### config.mk
export PLATFORM = sky130hd
export DESIGN_NAME = mux2_share_arbiter_flat
export DESIGN_NICKNAME = d
export VERILOG_FILES = /design/src/rtl/mux2_share_arbiter_if.sv /design/src/rtl/mux2_share_arbiter.sv /design/src/flat_wrapper.sv
export SDC_FILE = /design/constraint.sdc
export NUM_CORES = 1
export LEC_CHECK = 0
export CORE_ASPECT_RATIO = 0.7
export CORE_MARGIN = 3
export CORE_UTILIZATION = 40
export CTS_BUF_LIST = sky130_fd_sc_hd__clkbuf_16
export DETAILED_ROUTE_END_ITERATION = 12
export GPL_TIMING_DRIVEN = 0
export HOLD_SLACK_MARGIN = 0.12
export MAX_ROUTING_LAYER = met4
export PLACE_DENSITY = 0.71
export SLEW_MARGIN = 0
export SYNTH_ARGS = -nofsm -noshare
export SYNTH_HDL_FRONTEND = slang
export SYNTH_SLANG_ARGS = --single-unit
### constraint.sdc
create_clock -name clk -period 2.9 [get_ports clk]
set_clock_uncertainty 0.05 [all_clocks]
set_input_delay 0.58 -clock clk [delete_from_list [all_inputs] [get_ports clk]]
set_output_delay 0.58 -clock clk [all_outputs]
set_load 0.05 [all_outputs]
### src/rtl/mux2_share_arbiter_if.sv
// Bus between the shared-mux arbiter, its two producers, the mux and the consumer.
// The slave modport is the arbiter's view; the master modport is everything around it.
interface mux2_share_arbiter_if #(
    parameter int WIDTH = 8
);
    logic             req0;
    logic             req1;
    logic             last0;
    logic             last1;
    logic             gnt0;
    logic             gnt1;
    logic             ack0;
    logic             ack1;
    logic             sel;
    logic [WIDTH-1:0] mux_z;
    logic [WIDTH-1:0] out_data;
    logic             out_valid;
    logic             out_ready;

    modport slave (
        input  req0, req1, last0, last1, mux_z, out_ready,
        output gnt0, gnt1, ack0, ack1, sel, out_data, out_valid
    );

    modport master (
        output req0, req1, last0, last1, mux_z, out_ready,
        input  gnt0, gnt1, ack0, ack1, sel, out_data, out_valid
    );
endinterface

### src/rtl/mux2_share_arbiter.sv
// Round-robin owner of a shared 2:1 mux: grants one requester at a time, drives
// the mux select and captures Z into a registered valid/ready output stage.
module mux2_share_arbiter #(
    parameter int WIDTH     = 8,
    parameter int MAX_BURST = 4,
    parameter int CNT_W     = 3
) (
    input  logic             clk,
    input  logic             rst_n,
    mux2_share_arbiter_if.slave bus,
    output logic [1:0]       state_dbg,
    output logic [CNT_W-1:0] beat_cnt_dbg
);
    typedef enum logic [1:0] {
        IDLE = 2'd0,
        G0   = 2'd1,
        G1   = 2'd2
    } state_t;

    state_t           state;
    logic [CNT_W-1:0] beat_cnt;
    logic             last_served;
    logic             sel_q;
    logic [WIDTH-1:0] out_data_q;
    logic             out_valid_q;

    logic             slot_free;
    logic             ack0;
    logic             ack1;
    logic             at_max;
    logic             rel0;
    logic             rel1;
    logic [CNT_W-1:0] beat_nxt;

    // Handshake: a beat moves from the granted requester into the output register
    // when ackx (gnt & req & slot_free) is high; out_data transfers to the consumer
    // on any edge where out_valid & out_ready. Both may happen on the same edge.
    always_comb begin
        slot_free = 1'b0;
        ack0      = 1'b0;
        ack1      = 1'b0;
        beat_nxt  = '0;
        at_max    = 1'b0;
        rel0      = 1'b0;
        rel1      = 1'b0;
        slot_free = !out_valid_q || bus.out_ready;
        ack0      = (state == G0) && bus.req0 && slot_free;
        ack1      = (state == G1) && bus.req1 && slot_free;
        beat_nxt  = beat_cnt + CNT_W'(1);
        at_max    = (beat_nxt == CNT_W'(MAX_BURST));
        // A withdrawn request releases without a beat; last and max-count coincide into one release.
        rel0      = !bus.req0 || (ack0 && (bus.last0 || at_max));
        rel1      = !bus.req1 || (ack1 && (bus.last1 || at_max));
    end

    always_ff @(posedge clk or negedge rst_n) begin
        if (!rst_n) begin
            state       <= IDLE;
            beat_cnt    <= '0;
            last_served <= 1'b1;
            sel_q       <= 1'b0;
            out_data_q  <= '0;
            out_valid_q <= 1'b0;
        end else begin
            if (ack0 || ack1) begin
                out_data_q  <= bus.mux_z;
                out_valid_q <= 1'b1;
            end else if (out_valid_q && bus.out_ready) begin
                out_valid_q <= 1'b0;
            end

            case (state)
                IDLE: begin
                    if (bus.req0 && (!bus.req1 || last_served)) begin
                        state <= G0;
                        sel_q <= 1'b0;
                    end else if (bus.req1) begin
                        state <= G1;
                        sel_q <= 1'b1;
                    end
                end
                G0: begin
                    if (ack0) beat_cnt <= beat_nxt;
                    if (rel0) begin
                        last_served <= 1'b0;
                        beat_cnt    <= '0;
                        if (bus.req1) begin
                            state <= G1;
                            sel_q <= 1'b1;
                        end else begin
                            state <= IDLE;
                        end
                    end
                end
                G1: begin
                    if (ack1) beat_cnt <= beat_nxt;
                    if (rel1) begin
                        last_served <= 1'b1;
                        beat_cnt    <= '0;
                        if (bus.req0) begin
                            state <= G0;
                            sel_q <= 1'b0;
                        end else begin
                            state <= IDLE;
                        end
                    end
                end
                default: state <= IDLE;
            endcase
        end
    end

    assign bus.gnt0      = (state == G0);
    assign bus.gnt1      = (state == G1);
    assign bus.ack0      = ack0;
    assign bus.ack1      = ack1;
    assign bus.sel       = sel_q;
    assign bus.out_data  = out_data_q;
    assign bus.out_valid = out_valid_q;
    assign state_dbg     = state;
    assign beat_cnt_dbg  = beat_cnt;
endmodule
### src/flat_wrapper.sv
// flat-port wrapper written by rule: the top's interface ports become plain ports
module mux2_share_arbiter_flat 
#(
    parameter int WIDTH     = 8,
    parameter int MAX_BURST = 4,
    parameter int CNT_W     = 3
)
  (clk, rst_n, state_dbg, beat_cnt_dbg, bus_req0, bus_req1, bus_last0, bus_last1, bus_mux_z, bus_out_ready, bus_gnt0, bus_gnt1, bus_ack0, bus_ack1, bus_sel, bus_out_data, bus_out_valid);
  mux2_share_arbiter_if #(.WIDTH(WIDTH)) bus_i ();
  input  logic clk;
  input  logic rst_n;
  output logic [1:0] state_dbg;
  output logic [CNT_W-1:0] beat_cnt_dbg;
  input wire logic [$bits(bus_i.req0)-1:0] bus_req0;
  input wire logic [$bits(bus_i.req1)-1:0] bus_req1;
  input wire logic [$bits(bus_i.last0)-1:0] bus_last0;
  input wire logic [$bits(bus_i.last1)-1:0] bus_last1;
  input wire logic [$bits(bus_i.mux_z)-1:0] bus_mux_z;
  input wire logic [$bits(bus_i.out_ready)-1:0] bus_out_ready;
  output wire logic [$bits(bus_i.gnt0)-1:0] bus_gnt0;
  output wire logic [$bits(bus_i.gnt1)-1:0] bus_gnt1;
  output wire logic [$bits(bus_i.ack0)-1:0] bus_ack0;
  output wire logic [$bits(bus_i.ack1)-1:0] bus_ack1;
  output wire logic [$bits(bus_i.sel)-1:0] bus_sel;
  output wire logic [$bits(bus_i.out_data)-1:0] bus_out_data;
  output wire logic [$bits(bus_i.out_valid)-1:0] bus_out_valid;
  assign bus_i.req0 = bus_req0;
  assign bus_i.req1 = bus_req1;
  assign bus_i.last0 = bus_last0;
  assign bus_i.last1 = bus_last1;
  assign bus_i.mux_z = bus_mux_z;
  assign bus_i.out_ready = bus_out_ready;
  assign bus_gnt0 = bus_i.gnt0;
  assign bus_gnt1 = bus_i.gnt1;
  assign bus_ack0 = bus_i.ack0;
  assign bus_ack1 = bus_i.ack1;
  assign bus_sel = bus_i.sel;
  assign bus_out_data = bus_i.out_data;
  assign bus_out_valid = bus_i.out_valid;
  mux2_share_arbiter #(.WIDTH(WIDTH), .MAX_BURST(MAX_BURST), .CNT_W(CNT_W)) u_core (.clk(clk), .rst_n(rst_n), .bus(bus_i), .state_dbg(state_dbg), .beat_cnt_dbg(beat_cnt_dbg));
endmodule
Word level (Yosys, flattened, before mapping)
Index checks and enable logic that the tools add are counted.
Widths: inputs -> output; s select.
Storage, ports and cells
  logic and storage cells: 65
  bits of input ports: 15
  bits in registers: 16
Operators by class
  add/sub/neg operators: 1
  eq/ne operators: 9
  reduce and logical (&&, ||, !) cells: 26
  mux-type cells: 23
Operator list (number)
  $mux 3: 4
  $mux 1: 10
  $mux 2: 5
  $reduce_and 3->1: 3
  $logic_and 1x1->1: 8
  $logic_or 1x1->1: 7
  $ne 3x1->1 const B: 2
  $pmux 2 s3: 1
  $pmux 3 s2: 1
  $ne 2x1->1 const B: 2
  $reduce_and 4->1: 1
  $reduce_bool 2->1: 2
  $add 3x1->3 const B: 1
  $eq 3x3->1 const B: 1
  $logic_not 1->1: 3
  $ne 3x2->1 const B: 1
  $pmux 1 s3: 1
  $reduce_bool 3->1: 1
  $eq 2x1->1 const B: 1
  $eq 2x2->1 const B: 1
  $logic_not 2->1: 1
  $ne 2x2->1 const B: 1
  $pmux 1 s2: 1

Longest topological paths before layout
Gate-level depths: netlist of run 1.
  depth after elaboration: 7
  gate-level depth with buffers: 6
  depth with buffers taken out: 6

Worst setup path after synthesis of run 1
OpenSTA, ideal clock, no wires.
  kind: flip-flop to output port
  from: reg u_core.state[1], in the netlist u_core.state_dbg[1]
  to: out bus_ack1
  path slack: 0.125 ns
  stages on the path, launching flop included: 4
  arrival: 2.145 ns
  cells stage by stage: dfrtp_1 ha_1 nand2_1 nor2_1
Between the ends
  cells in the longest elaborated chain, start to end: 3
RTL lines
  from (decl): line mux2_share_arbiter.sv:20  | state_t state;
  from (signal assigned): line mux2_share_arbiter.sv:58  | state <= IDLE;
  from (signal assigned): line mux2_share_arbiter.sv:75  | state <= G0;
  from (signal assigned): line mux2_share_arbiter.sv:78  | state <= G1;
  $eq 2x2->1
  via bus_gnt1: line flat_wrapper.sv:21  | output wire logic [$bits(bus_i.gnt1)-1:0] bus_gnt1;
  $logic_and 1x1->1 (2 in series): line mux2_share_arbiter.sv:48  | ack1 = (state == G1) && bus.req1 && slot_free;
  to (decl): line flat_wrapper.sv:23  | output wire logic [$bits(bus_i.ack1)-1:0] bus_ack1;
The timed path passes the listed nets, and every way through them passes these cells.

Worst setup path after layout of run 1
  from: reg u_core.state[0], in the netlist u_core.state_dbg[0]
  to: out bus_gnt1
Between the ends
  cells in the longest elaborated chain, start to end: 1
RTL lines
  $eq 2x2->1: line mux2_share_arbiter.sv:114  | assign bus.gnt1 = (state == G1);
  to (decl): line flat_wrapper.sv:21
Every way passes these cells.

==> impl_metrics.tcl, run 1 <==
set metrics [dict create \
    status "finished clean" \
    drive_above_1_share 0.09565 \
    postCtsSetupBuffers 0 \
    via_per_inst 5.069 \
    cts_root_buf "clkbuf_16" \
    max_stage_delay_ns 0.87 \
    drt_drc_violations_left 0 \
    worstPathCellList "inv_1 -> ha_1 -> clkdlybuf4s50_1" \
    leakage_nw 0.5996 \
    num_vias 735 \
    wl_per_cell_um 13.30 \
    syn_to_final_growth_pct 51.28 \
    io_buffers 33 \
    rsz0062_at_grt "no" \
    n_fill_cell 144 \
    clock-sinks 16 \
    fp-row-count 13 \
    tns_ns 0 \
    maxSlewViolCount 0 \
    period_share 0.8960 \
    cts_max_level 1 \
    crit_arrival_ns 1.97 \
    dp.cells 141 \
    startpoint_type "register" \
    antenna_found_initial 0 \
    routed_wl_um 1929 \
    die_w_um 62.09 \
    timing.fmax_ghz 0.3849 \
    dieHeight_um 45.26 \
    ir_drop_mv 0.6188 \
    grt_use_total 0.1577 \
    synth_seq_area_share 0.4560 \
    critical_path_required_ns 2.27 \
    drt-pass1-iter-count 5 \
    clk_latency_ns 0.24 \
    cts_tree "done" \
    core_area_um2 1968 \
    dieArea_um2 2810 \
    crit_fanout 7 \
    gr-total-overflow 0 \
    path_clk_slew_ns 0.05 \
    hpwlAfterDp_um 1573 \
    ant_nets 0 \
    io_pins 34 \
    synthCells 78 \
    numCtsBuffers 3 \
    synth_nets 99 \
    relSlewSlack 0.5334 \
    syn_area_um2 880.8 \
    gp_congestion 0.8025 \
    slowest_stage "clkdlybuf4s50_1" \
    ys_ff_latch 16 \
    ys_types 25 \
    final_cell_count_no_fill 145 \
    nNetsFinal 137 \
    setup_viol 0 \
    grt_max_degree 17 \
    grt_pass1_vias 677 \
    synth_area_per_cell_um2 11.29 \
    yosysWarnings 0 \
    drtIter0Drc 26 \
    n_antenna_cell 0 \
    grt_pass1_wl_um 3125 \
    end_kind "primary output" \
    period_minus_slack_ns 2.598 \
    start_util 0.4476 \
    clock_path_buffers 2 \
    cap_violations 0 \
    hold_path.class "register to register" \
    power.density_nw_per_um2 1302 \
    critical_path_class "register to primary output" \
    hold_viol 0 \
    tightestPinTransition_ns 0.6978 \
]
-- per-layer routing --
layer	track usage	wire length [um]	share of wire
met3	0.06286	168	0.087
met5	-	0	0
met2	0.2169	853	0.44
met4	0.01271	0	0
met1	0.2268	907	0.47
-- worst paths after layout --
check	startpoint	to	slack (ns)	depth (start not counted)
worst max-delay path	u_core.state_dbg[0]	bus_gnt1	0.30	3
worst min-delay path	u_core.bus.out_data[5]	u_core.bus.out_data[5]	0.43	1
worst max register to register	u_core.state_dbg[0]	u_core.state_dbg[0]	1.04	6
worst min register to register	u_core.bus.out_data[5]	u_core.bus.out_data[5]	0.43	1
max in group asynchronous	rst_n	u_core.bus.out_valid	1.65	1
min in group asynchronous	rst_n	u_core.beat_cnt_dbg[2]	0.71	1
-- cell usage after synthesis --
cell	count	share of area
a21oi_1	3	0.017
ha_1	6	0.085
dfstp_2	1	0.030
nand2_1	6	0.026
dfrtp_1	15	0.43
nor2_1	5	0.021
nor2_4	1	0.013
a22oi_2	1	0.014
inv_1	8	0.034
o21ai_0	2	0.011
nand2b_1	2	0.014
o311ai_2	1	0.018
nor2b_4	1	0.016
a32o_1	1	0.011
o21ai_1	4	0.023
nand3_1	2	0.011
a222oi_1	1	0.011
nand3b_1	1	0.0085
nor3_1	1	0.0057
o2bb2ai_1	1	0.0099
a21o_1	1	0.0085
inv_2	1	0.0043
mux2_1	10	0.13
o21bai_4	2	0.043
o311ai_0	1	0.0099
-- kinds of logic (layout without fill, tap and decap cells) --
family,count (synthesis),in the layout,synth area share
AOI/OAI and AO/OA,18,18,0.1776
adders and majority gates,6,6,0.08523
buffers and inverters,9,46,0.03835
DFF,16,16,0.4560
muxes,10,10,0.1278
and+or+nand+nor,19,19,0.1150
-- metrics by stage --
step	power [mW]	hold WS (ns)	worst slack (ns)	cell area (um^2)	utilization
floorplan	1.141	0.2344	0.1246	880.8	-
global placement	1.461	0.4166	0.06036	1249	0.6345
detailed placement	1.484	0.4277	0.04832	1249	0.6345
CTS	1.753	0.4369	0.04268	1328	0.6745
global route	1.830	0.4475	0.2189	1333	0.6771
finish	1.735	0.4313	0.3017	1333	0.6771
-- cells in the final DEF, fill, tap and decap left out, drive strengths merged, types with 2 or more instances in the layout --
| cell | instances |
|---|---|
| nand2 | 6 |
| mux2 | 10 |
| o311ai | 2 |
| nor2 | 6 |
| o21bai | 2 |
| dlymetal6s2s | 2 |
| ha | 6 |
| clkbuf | 3 |
| inv | 9 |
| clkdlybuf4s50 | 31 |
| nand2b | 2 |
| dfrtp | 15 |
| o21ai | 6 |
| a21oi | 3 |
| nand3 | 2 |
-- registers in the layout, summed over array words and instances (netlist names) --
| register | count |
|---|---|
| u_core.beat_cnt_dbg | 3 |
| u_core.bus.out_data | 8 |
| u_core.bus.out_valid | 1 |
| u_core.bus.sel | 1 |
| u_core.last_served | 1 |
| u_core.state_dbg | 2 |
-- critical path: cells and delay by family (launching register included) --
family,cells,cell delay [ns]
fa+ha+maj,1,0.33
buf+inv,2,0.97
flops,1,0.43
-- where the power goes --
group          leakage, nW  switching [mW]  internal (mW)
clock network       0.0385          0.0798          0.182
registers            0.196          0.0745          0.336
logic                0.365           0.676          0.386
total                0.600           0.830          0.905
-- cell type report --
class | count | area, um^2 | area share
Sequential cell | 16 | 401.6 | 0.3014
Inverter | 9 | 33.78 | 0.02535
Multi-Input combinational cell | 53 | 445.4 | 0.3343
Timing Repair Buffer | 33 | 335.3 | 0.2516
Clock inverter | 1 | 3.754 | 0.002817
Tap cell | 30 | 37.54 | 0.02817
Clock buffer | 3 | 75.07 | 0.05634
-- repair_timing --
item	4_1_cts	5_1_grt
endpoints found under the hold margin	0	0
gates resized for setup	0	2
setup endpoints to repair	0	2
hold buffers	0	0
Note: power is estimated with default switching activity, not from simulation.
==> inputs of run 2 (changes only) <==
--- a/config.mk
+++ b/config.mk
@@ -15,3 +15,3 @@
 export MAX_ROUTING_LAYER = met4
-export PLACE_DENSITY = 0.71
+export PLACE_DENSITY = 0.75
 export SLEW_MARGIN = 0
==> constraint.sdc (replaced) <==
create_clock -name clk -period 2.9 [get_ports clk]
set_clock_uncertainty 0.05 [all_clocks]
set_input_delay 0.87 -clock clk [delete_from_list [all_inputs] [get_ports clk]]
set_output_delay 0.87 -clock clk [all_outputs]
set_load 0.05 [all_outputs]
==> run 2 against run 1 <==
Effect of this change: critical path depth increased by 1; sequential power about the same; worst setup slack got worse by 0.22 ns; sequential cell count unchanged; sequential share of layout area is 0.056 points lower; largest power group unchanged.
==> impl_metrics.tcl, run 2 (synthesized netlist as in run 1, its figures left out) <==
set metrics [dict create \
    status "finished clean" \
    drive_above_1_share 0.1304 \
    r2r_cells 6 \
    max_stage_delay_ns 0.45 \
    clk_latency_ns 0.25 \
    final_common_cell "clkdlybuf4s50_1" \
    fp-row-count 13 \
    hpwlAfterDp_um 1552 \
    globalRouteMet1Util 0.1996 \
    cp.buffers_inverters 2 \
    crit_family "buffers and inverters" \
    cap_violations 0 \
    setup_viol 0 \
    syn_to_final_growth_pct 51.56 \
    end_kind "primary output" \
    start_util 0.4476 \
    dpl_cell_area_um2 1254 \
    timing.fmax_ghz 0.3546 \
    cts_root_buf "clkbuf_16" \
    grt_pass1_vias 717 \
    startpoint_type "primary input" \
    finalInstanceArea_um2 1335 \
    layout_setup_ws_ns 0.08030 \
    cp-startpoint "bus_out_ready" \
    rsz0062_at_grt "no" \
    cts_max_level 1 \
    crit_fanout 6 \
    grt_max_degree 17 \
    postCtsHoldBufs 0 \
    core_area_um2 1968 \
    io_buffers 33 \
    crit_arrival_ns 1.90 \
    power.density_nw_per_um2 1305 \
    grt_use_total 0.1729 \
    layout_common_cells "27 x clkdlybuf4s50_1, 15 x dfrtp_1, 10 x mux2_1" \
    gp_congestion 0.7515 \
    largest_register_ffs 8 \
    num_vias 720 \
    leakage_nw 0.6162 \
    gr-total-overflow 0 \
    worstPathCellList "clkdlybuf4s50_1 -> nor2b_4 -> nor2_2 -> clkbuf_4" \
    ir_drop_mv 0.7205 \
    hold_viol 0 \
    postCtsSetupBuffers 0 \
    clock-sinks 16 \
    tightestPinTransition_ns 0.7364 \
    period_minus_slack_ns 2.820 \
    ant_nets 0 \
    clock_path_buffers 2 \
    critical_path_class "primary input to primary output" \
    period_share 0.9723 \
    dpl_worst_slack_ns -0.5310 \
    routed_wl_um 2044 \
    hold_path.class "register to register" \
    io_pins 34 \
    drt-pass1-iter-count 4 \
    timing.rr.end "u_core.state_dbg[0]" \
    drt_drc_violations_left 0 \
    slowest_stage "clkdlybuf4s50_1" \
    die_w_um 62.09 \
    relSlewSlack 0.5075 \
    grt_pass1_wl_um 3291 \
    path_clk_slew_ns 0.05 \
    cts_tree "done" \
    cp-endpoint "bus_ack1" \
    critical_path_required_ns 1.98 \
    nNetsFinal 137 \
    grtUsageMet3 0.07429 \
    dp.cells 141 \
    antenna_found_initial 0 \
    n_antenna_cell 0 \
    grt.met2_usage 0.2727 \
    maxSlewViolCount 0 \
    dieHeight_um 45.26 \
    reg2reg_slack_ns 1.10 \
    final_cell_count_no_fill 145 \
    reg2reg_from "u_core.state_dbg[0]" \
    via_per_inst 4.966 \
    grt_busiest_layer "met2" \
    dieArea_um2 2810 \
    wl_per_cell_um 14.10 \
    drtIter0Drc 14 \
    path_depth 4 \
    tns_ns 0 \
    numCtsBuffers 3 \
]
==> run 2: cell types whose count changed in the layout (fill, tap and decap cells not counted) <==
cell,before,now
dlymetal6s2s_1,2,4
nor2_2,0,2
clkdlybuf4s50_1,31,27
buf_2,0,1
clkbuf_4,0,1
nor2_1,5,3
==> run 2: layout make-up <==
type | instances | area [um^2]
flip-flops and latches | 16 | 401.6
multi-input cells | 53 | 450.4
clock buffers | 3 | 75.07
well taps | 30 | 37.54
inverters | 9 | 33.78
fillers | 154 | 633.1
repair buffers | 33 | 332.8
clock inverters | 1 | 3.754
==> run 2: layer usage <==
metal | vias to the layer above | routed length, um
li1 | 348 | -
met1 | 336 | 864
met4 | 0 | 17
met5 | - | 0
met3 | 5 | 198
met2 | 31 | 965
==> run 2: power breakdown <==
group	switching, mW	total [mW]	leakage [nW]	internal (mW)
combinational	0.678	1.06	0.382	0.382
clock	0.0886	0.272	0.0385	0.183
sequential	0.0748	0.411	0.196	0.336
total	0.841	1.74	0.616	0.901
==> run 2: how the worst min path moves through the flow <==
| stage | startpoint | depth (start not counted) | slack (ns) | end |
|---|---|---|---|---|
| after floorplan | u_core.last_served | 1 | 0.51 | u_core.last_served |
| after global placement | u_core.bus.out_data[1] | 1 | 0.42 | u_core.bus.out_data[1] |
| after detailed placement | u_core.bus.out_data[5] | 1 | 0.43 | u_core.bus.out_data[5] |
| after CTS | u_core.bus.out_data[4] | 1 | 0.45 | u_core.bus.out_data[4] |
| after global routing | u_core.bus.out_data[1] | 1 | 0.47 | u_core.bus.out_data[1] |
| final | u_core.bus.out_data[4] | 1 | 0.45 | u_core.bus.out_data[4] |
==> run 2: stage by stage <==
step	hold WS, ns	utilization	power (mW)
final	0.4466	0.6783	1.743
after CTS	0.4524	0.6720	1.767
after global placement	0.4164	0.6370	1.457
after floorplan	0.5076	-	1.144
after global routing	0.4684	0.6783	1.844
after detailed placement	0.4313	0.6370	1.485
==> run 2: timing repair <==
| action | CTS | global route |
|---|---|---|
| endpoints found under the setup margin | 2 | 4 |
| gates cloned | 0 | 0 |
| resized for setup | 10 | 5 |
